<file path="src/rtl/bus_rd_fifo_pkg.sv">
// Shared bus read-FIFO definitions.
// Default geometry and a small helper used by the FIFO top.
package bus_rd_fifo_pkg;

    localparam int BRF_DATAWIDTH  = 16;
    localparam int BRF_DEPTH_LOG2 = 4;

    // Entry count for a given pointer width
    function automatic int brf_depth(input int depth_log2);
        return 1 << depth_log2;
    endfunction

endpackage

</file>
<file path="src/rtl/bus_rd_fifo_mem.sv">
// FIFO storage: one synchronous write port, one asynchronous read port.
// Contents are deliberately not reset; the top masks them while empty.
module bus_rd_fifo_mem #(
    parameter int DW = 16,
    parameter int AW = 4
) (
    input  logic          i_clk,
    input  logic          i_we,
    input  logic [AW-1:0] i_waddr,
    input  logic [DW-1:0] i_wdata,
    input  logic [AW-1:0] i_raddr,
    output logic [DW-1:0] o_rdata
);

    logic [DW-1:0] r_mem [(1<<AW)];

    // Write the accepted entry at the write pointer
    always_ff @(posedge i_clk) begin
        if (i_we) begin
            r_mem[i_waddr] <= i_wdata;
        end
    end

    assign o_rdata = r_mem[i_raddr];

endmodule

</file>
<file path="src/rtl/bus_rd_fifo.sv">
// Read FIFO feeding a read-only bus register ({not_empty, head}).
// Optional sticky overflow flag: define BUS_RD_FIFO_OVF_EN.
module bus_rd_fifo
    import bus_rd_fifo_pkg::*;
#(
    parameter int DATAWIDTH  = BRF_DATAWIDTH,
    parameter int DEPTH_LOG2 = BRF_DEPTH_LOG2
) (
    input  logic                  bus_clk,
    input  logic                  bus_reset,
    input  logic                  push,
    input  logic [DATAWIDTH-1:0]  push_data,
    input  logic                  rd_pulse,
    input  logic                  clr,
    output logic [DATAWIDTH:0]    out,
    output logic [DEPTH_LOG2:0]   count,
    output logic                  full,
    output logic                  ovf
);

    localparam logic [DEPTH_LOG2:0]   L_DEPTH   = brf_depth(DEPTH_LOG2);
    localparam logic [DEPTH_LOG2:0]   L_CNT_ONE = 1;
    localparam logic [DEPTH_LOG2-1:0] L_PTR_ONE = 1;

    logic [DEPTH_LOG2-1:0] r_wr_ptr;
    logic [DEPTH_LOG2-1:0] r_rd_ptr;
    logic [DEPTH_LOG2:0]   r_count;

    logic                  w_empty;
    logic                  w_full;
    logic                  w_pop_ok;
    logic                  w_push_ok;
    logic                  w_drop;
    logic [DATAWIDTH-1:0]  w_rd_data;
    logic [DEPTH_LOG2:0]   w_count_nxt;

    assign w_empty   = (r_count == '0);
    assign w_full    = (r_count == L_DEPTH);
    // A pop on an empty FIFO is ignored; a push on a full FIFO is
    // only taken when a pop frees the head slot in the same cycle.
    assign w_pop_ok  = rd_pulse && !w_empty;
    assign w_push_ok = push && (!w_full || w_pop_ok);
    assign w_drop    = push && w_full && !w_pop_ok;

    // Net occupancy change for this edge
    always_comb begin
        w_count_nxt = r_count;
        unique case ({w_push_ok, w_pop_ok})
            2'b10:   w_count_nxt = r_count + L_CNT_ONE;
            2'b01:   w_count_nxt = r_count - L_CNT_ONE;
            default: w_count_nxt = r_count;
        endcase
    end

    // Pointers and count; clr overrides push and pop
    always_ff @(posedge bus_clk or posedge bus_reset) begin
        if (bus_reset) begin
            r_wr_ptr <= '0;
            r_rd_ptr <= '0;
            r_count  <= '0;
        end else if (clr) begin
            r_wr_ptr <= '0;
            r_rd_ptr <= '0;
            r_count  <= '0;
        end else begin
            if (w_push_ok) begin
                r_wr_ptr <= r_wr_ptr + L_PTR_ONE;
            end
            if (w_pop_ok) begin
                r_rd_ptr <= r_rd_ptr + L_PTR_ONE;
            end
            r_count <= w_count_nxt;
        end
    end

`ifdef BUS_RD_FIFO_OVF_EN
    logic r_ovf;

    // Sticky flag raised when a push is dropped
    always_ff @(posedge bus_clk or posedge bus_reset) begin
        if (bus_reset) begin
            r_ovf <= 1'b0;
        end else if (clr) begin
            r_ovf <= 1'b0;
        end else if (w_drop) begin
            r_ovf <= 1'b1;
        end
    end

    assign ovf = r_ovf;
`else
    logic w_unused_drop;
    assign w_unused_drop = w_drop;
    assign ovf           = 1'b0;
`endif

    bus_rd_fifo_mem #(
        .DW (DATAWIDTH),
        .AW (DEPTH_LOG2)
    ) u_mem (
        .i_clk   (bus_clk),
        .i_we    (w_push_ok && !clr),
        .i_waddr (r_wr_ptr),
        .i_wdata (push_data),
        .i_raddr (r_rd_ptr),
        .o_rdata (w_rd_data)
    );

    // Outputs depend on registered state only, so they hold steady
    // for the whole cycle a bus read samples them.
    assign out   = w_empty ? '0 : {1'b1, w_rd_data};
    assign count = r_count;
    assign full  = w_full;

endmodule
</file>
<file path="config.mk">
export PLATFORM = sky130hd
export DESIGN_NAME = bus_rd_fifo
export DESIGN_NICKNAME = d
export VERILOG_FILES = /design/src/rtl/bus_rd_fifo_pkg.sv /design/src/rtl/bus_rd_fifo_mem.sv /design/src/rtl/bus_rd_fifo.sv
export SDC_FILE = /design/constraint.sdc
export NUM_CORES = 1
export LEC_CHECK = 0
export BUFFER_PORTS_ARGS = -buffer_cell sky130_fd_sc_hd__buf_2
export CAP_MARGIN = 20
export CORE_ASPECT_RATIO = 0.7
export CORE_MARGIN = 2
export CORE_UTILIZATION = 40
export DETAILED_ROUTE_END_ITERATION = 12
export PLACE_DENSITY = 0.64
export SETUP_SLACK_MARGIN = 0.02
export SLEW_MARGIN = 25
export SYNTH_ARGS = -nofsm -noshare
export SYNTH_HDL_FRONTEND = slang
export SYNTH_SLANG_ARGS = --single-unit
export TNS_END_PERCENT = 1
</file>
<file path="constraint.sdc">
create_clock -name bus_clk -period 3.3 [get_ports bus_clk]
set_input_delay 0.33 -clock bus_clk [delete_from_list [all_inputs] [get_ports bus_clk]]
set_output_delay 0.33 -clock bus_clk [all_outputs]
set_load 0.05 [all_outputs]
</file>
==> results.cfg <==
[outcome]
outcome = completed

[timing]
setup_viol_count_final = 0
max_freq_ghz = 0.329
final.min_clock_period_ps = 3040
timing.hold.ws_ps = 145
timing.final.max_slew_violations = 0
fin_crit_sh_pct = 92.2
aggregate_negative_setup_slack_ps = 0
rsz0062_at_grt = no
finClkSkew_ps = 11.4
maxSlewHeadroom_pct = 58.2
finalHoldViolCount = 0
worst-slew-pin-transition_ps = 618

[cells_and_area]
post_route_cells_drive_above_1_share_pct = 32.6
layout_commonest_cell = sky130_fd_sc_hd__edfxtp_1
final_cell_count_no_fill = 967
num-fill-cells = 2212
area.growth.synth_to_final_pct = 15.4
finish.net_count = 614
layout.cells.most_common_list = 256 x sky130_fd_sc_hd__edfxtp_1, 64 x sky130_fd_sc_hd__mux4_2, 43 x sky130_fd_sc_hd__buf_2
finalInstanceArea_um2 = 12300

[floorplanning]
floorplan.initialDensity_pct = 40.3
core_area_um2 = 26500
area_enclosed_by_the_die_boundary_um2 = 28100
die_x_um = 199
number_of_core_rows = 50
die_h_um = 141
num_io_pins = 45

[cts]
post_cts.repair.setup_buffers = 0
clock_latency_ps = 520
clock_buffers_created_by_tritoncts = 26
cts.sink_count = 269
ctsResizeCount = 0
cts_hold_buffers = 1
clkTransAtPathRegs_ps = 70
cts_h_tree_depth = 1
clock_tree_buffer_depth = 3
cts_root_buf = sky130_fd_sc_hd__clkbuf_16
tritoncts = yes

[route]
drc_errors = 0
routedLengthMet1_mm = 9.89
route.met3.wl_mm = 1.38
drt_pre_antenna_iters = 4
postRouteWirelength_mm = 23.0
routed-wl-met2_mm = 11.2
max_layer_used = met5
dr_total_vias = 5234
initialDrtViolationCount = 420
ant_nets = 0
drt-vias-per-instance = 5.41
detail_route.wl_per_cell_um = 23.8

[setup_path]
cp-start-kind = flop
rr_startpoint = count[0]
cp_cell_sequence = nor4_1 > nand2_1 > nand2b_1 > buf_4 > o22ai_1 > buf_2
critical_path_class = reg2out
path_delay_family = simple AND/OR/NAND/NOR gates
critical_path_required_ps = 2970
startpoint = count[0]
critical-path-max-stage-delay_ps = 610
path_buf_inv = 2
end_kind = primary output
critical_path.slowest_cell = sky130_fd_sc_hd__nor4_1
critPathMaxFanout = 16
critPathArrivalTime_ps = 2710

[yosys]
synthSimpleGateAreaFrac_pct = 2.32
yosys-top-cells-area = sky130_fd_sc_hd__edfxtp_1 72%, sky130_fd_sc_hd__mux4_2 13%, sky130_fd_sc_hd__mux2i_1 3.2%, sky130_fd_sc_hd__dfrtp_1 3.0%, sky130_fd_sc_hd__ha_1 0.94%
synth.area.mux_share_pct = 16.8
fraction_of_the_mapped_netlist_area_in_compound_gates_pct = 2.83
yosys_warnings = 0
postSynth.topFlopCell = sky130_fd_sc_hd__edfxtp_1
synth.largest_area_cell = sky130_fd_sc_hd__edfxtp_1
synth_fa_ha_area_share_pct = 1.12
yosysTopAreaCellShare_pct = 71.9
synth_sequential_area_ratio_pct = 75.0
yosys.cell_types.count = 45
syn_area_per_cell_um2 = 21.0
largest_family_of_logic_cells_by_synthesized_area = multiplexers
synthesis.nets = 540
ys_ff_latch = 269
netlist_area_um2 = 10700
ys_async_sr_fraction_pct = 4.83
synth_cells = 510
yosys.area_share.xor_xnor_pct = 0.492
synth_edf_count = 256

[worst_hold_path]
min-delay-start = push
hold_path_class = in2reg

[global_routing]
grt_antenna_before_repair = 2
wire_length_of_the_first_global_routing_pass_mm = 34.4
grt_overflow = 0
grt_util_all_layers_pct = 16.8
maximum_number_of_pins_on_one_net_before_global_route_repair = 21
number_of_global_route_vias_before_repair = 5557

[pwr]
p_per_area_nw_per_um2 = 763
power.ir.vdd_worst_mv = 0.671
total_leakage_power_nw = 3.90

[place]
gp_congestion = 0.784
port-buffer-count = 43
place_hpwl_mm = 13.5
placement.cell_area_um2 = 11500
dpl.cell_count = 919

[flow_run]
max_cap_viol_count = 0
## stage by stage
| step | setup WS (ps) | power [mW] | utilization (%) |
|---|---|---|---|
| 5_1_grt | 77.5 | 9.79 | 46.5 |
| 3_5_place_dp | 421 | 6.63 | 43.4 |
| 2_1_floorplan | 261 | 5.98 | - |
| 4_1_cts | 218 | 9.51 | 46.5 |
| 6_report | 256 | 9.41 | 46.5 |
| 3_3_place_gp | 584 | 6.56 | 43.4 |
## power breakdown
part           total, mW  leakage (nW)  internal, mW  switching [mW]
sequential          3.95          2.48          3.81           0.148
clock               2.88         0.396          1.65            1.24
combinational       2.57          1.03          1.00            1.57
## path summary, 6_finish.rpt
path                          endpoint  cells past startpoint  slack, ps
setup / recovery                out[1]                      6        260
hold / removal                count[4]                      3        150
setup reg to reg              count[4]                      8        380
hold reg to reg            r_rd_ptr[2]                      2        630
max in group asynchronous  r_rd_ptr[0]                      3       2470
min in group asynchronous     count[1]                      3        410
## area by class of cell
cell class	instances	area [um2]	area share, %
Antenna cell	1	2.50	0.0203
Clock buffer	31	691	5.60
Clock inverter	15	126	1.02
Inverter	9	33.8	0.274
Multi-Input combinational cell	208	2560	20.8
Sequential cell	269	8020	65.0
Tap cell	364	455	3.69
Timing Repair Buffer	70	445	3.61
## cell families (layout without fill, tap and decap cells)
| group | after synthesis | in the layout |
|---|---|---|
| flops | 269 | 269 |
| fa+ha+maj | 9 | 9 |
| simple gates | 54 | 54 |
| mux | 99 | 99 |
| other cells | 1 | 2 |
| buf+inv | 33 | 125 |
| compound gates | 39 | 39 |
| xor+xnor | 6 | 6 |
## cell usage after synthesis, drive strengths merged (3+ instances only)
| library cell | instances |
|---|---|
| dfrtp | 13 |
| mux4 | 64 |
| nor2b | 4 |
| clkbuf | 8 |
| nor2 | 26 |
| nand2 | 8 |
| mux2i | 34 |
| edfxtp | 256 |
| buf | 16 |
| o211ai | 4 |
| nor3 | 3 |
| inv | 9 |
| o22ai | 16 |
| o21ai | 4 |
| nand3 | 4 |
| xnor2 | 3 |
| ha | 8 |
| a21oi | 4 |
| xor2 | 3 |
## routing by layer
layer  global-route usage (%)  vias to the layer above
li1                         -                     2253
met1                     22.5                     2774
met2                     28.2                      170
met3                     3.35                       35
met4                     4.17                        2
met5                        0                        -
## state kept, by name (all words and copies together), names as in the netlist
name / cells
r_wr_ptr: 4
count: 5
r_rd_ptr: 4
u_mem.r_mem: 256
## tightest hold or removal path, delay by kind of cell
family          cells  cell delay [ps]
buf+inv             1              160
simple gates        1               80
compound gates      1               60
Power figures use the tool's default switching activity.
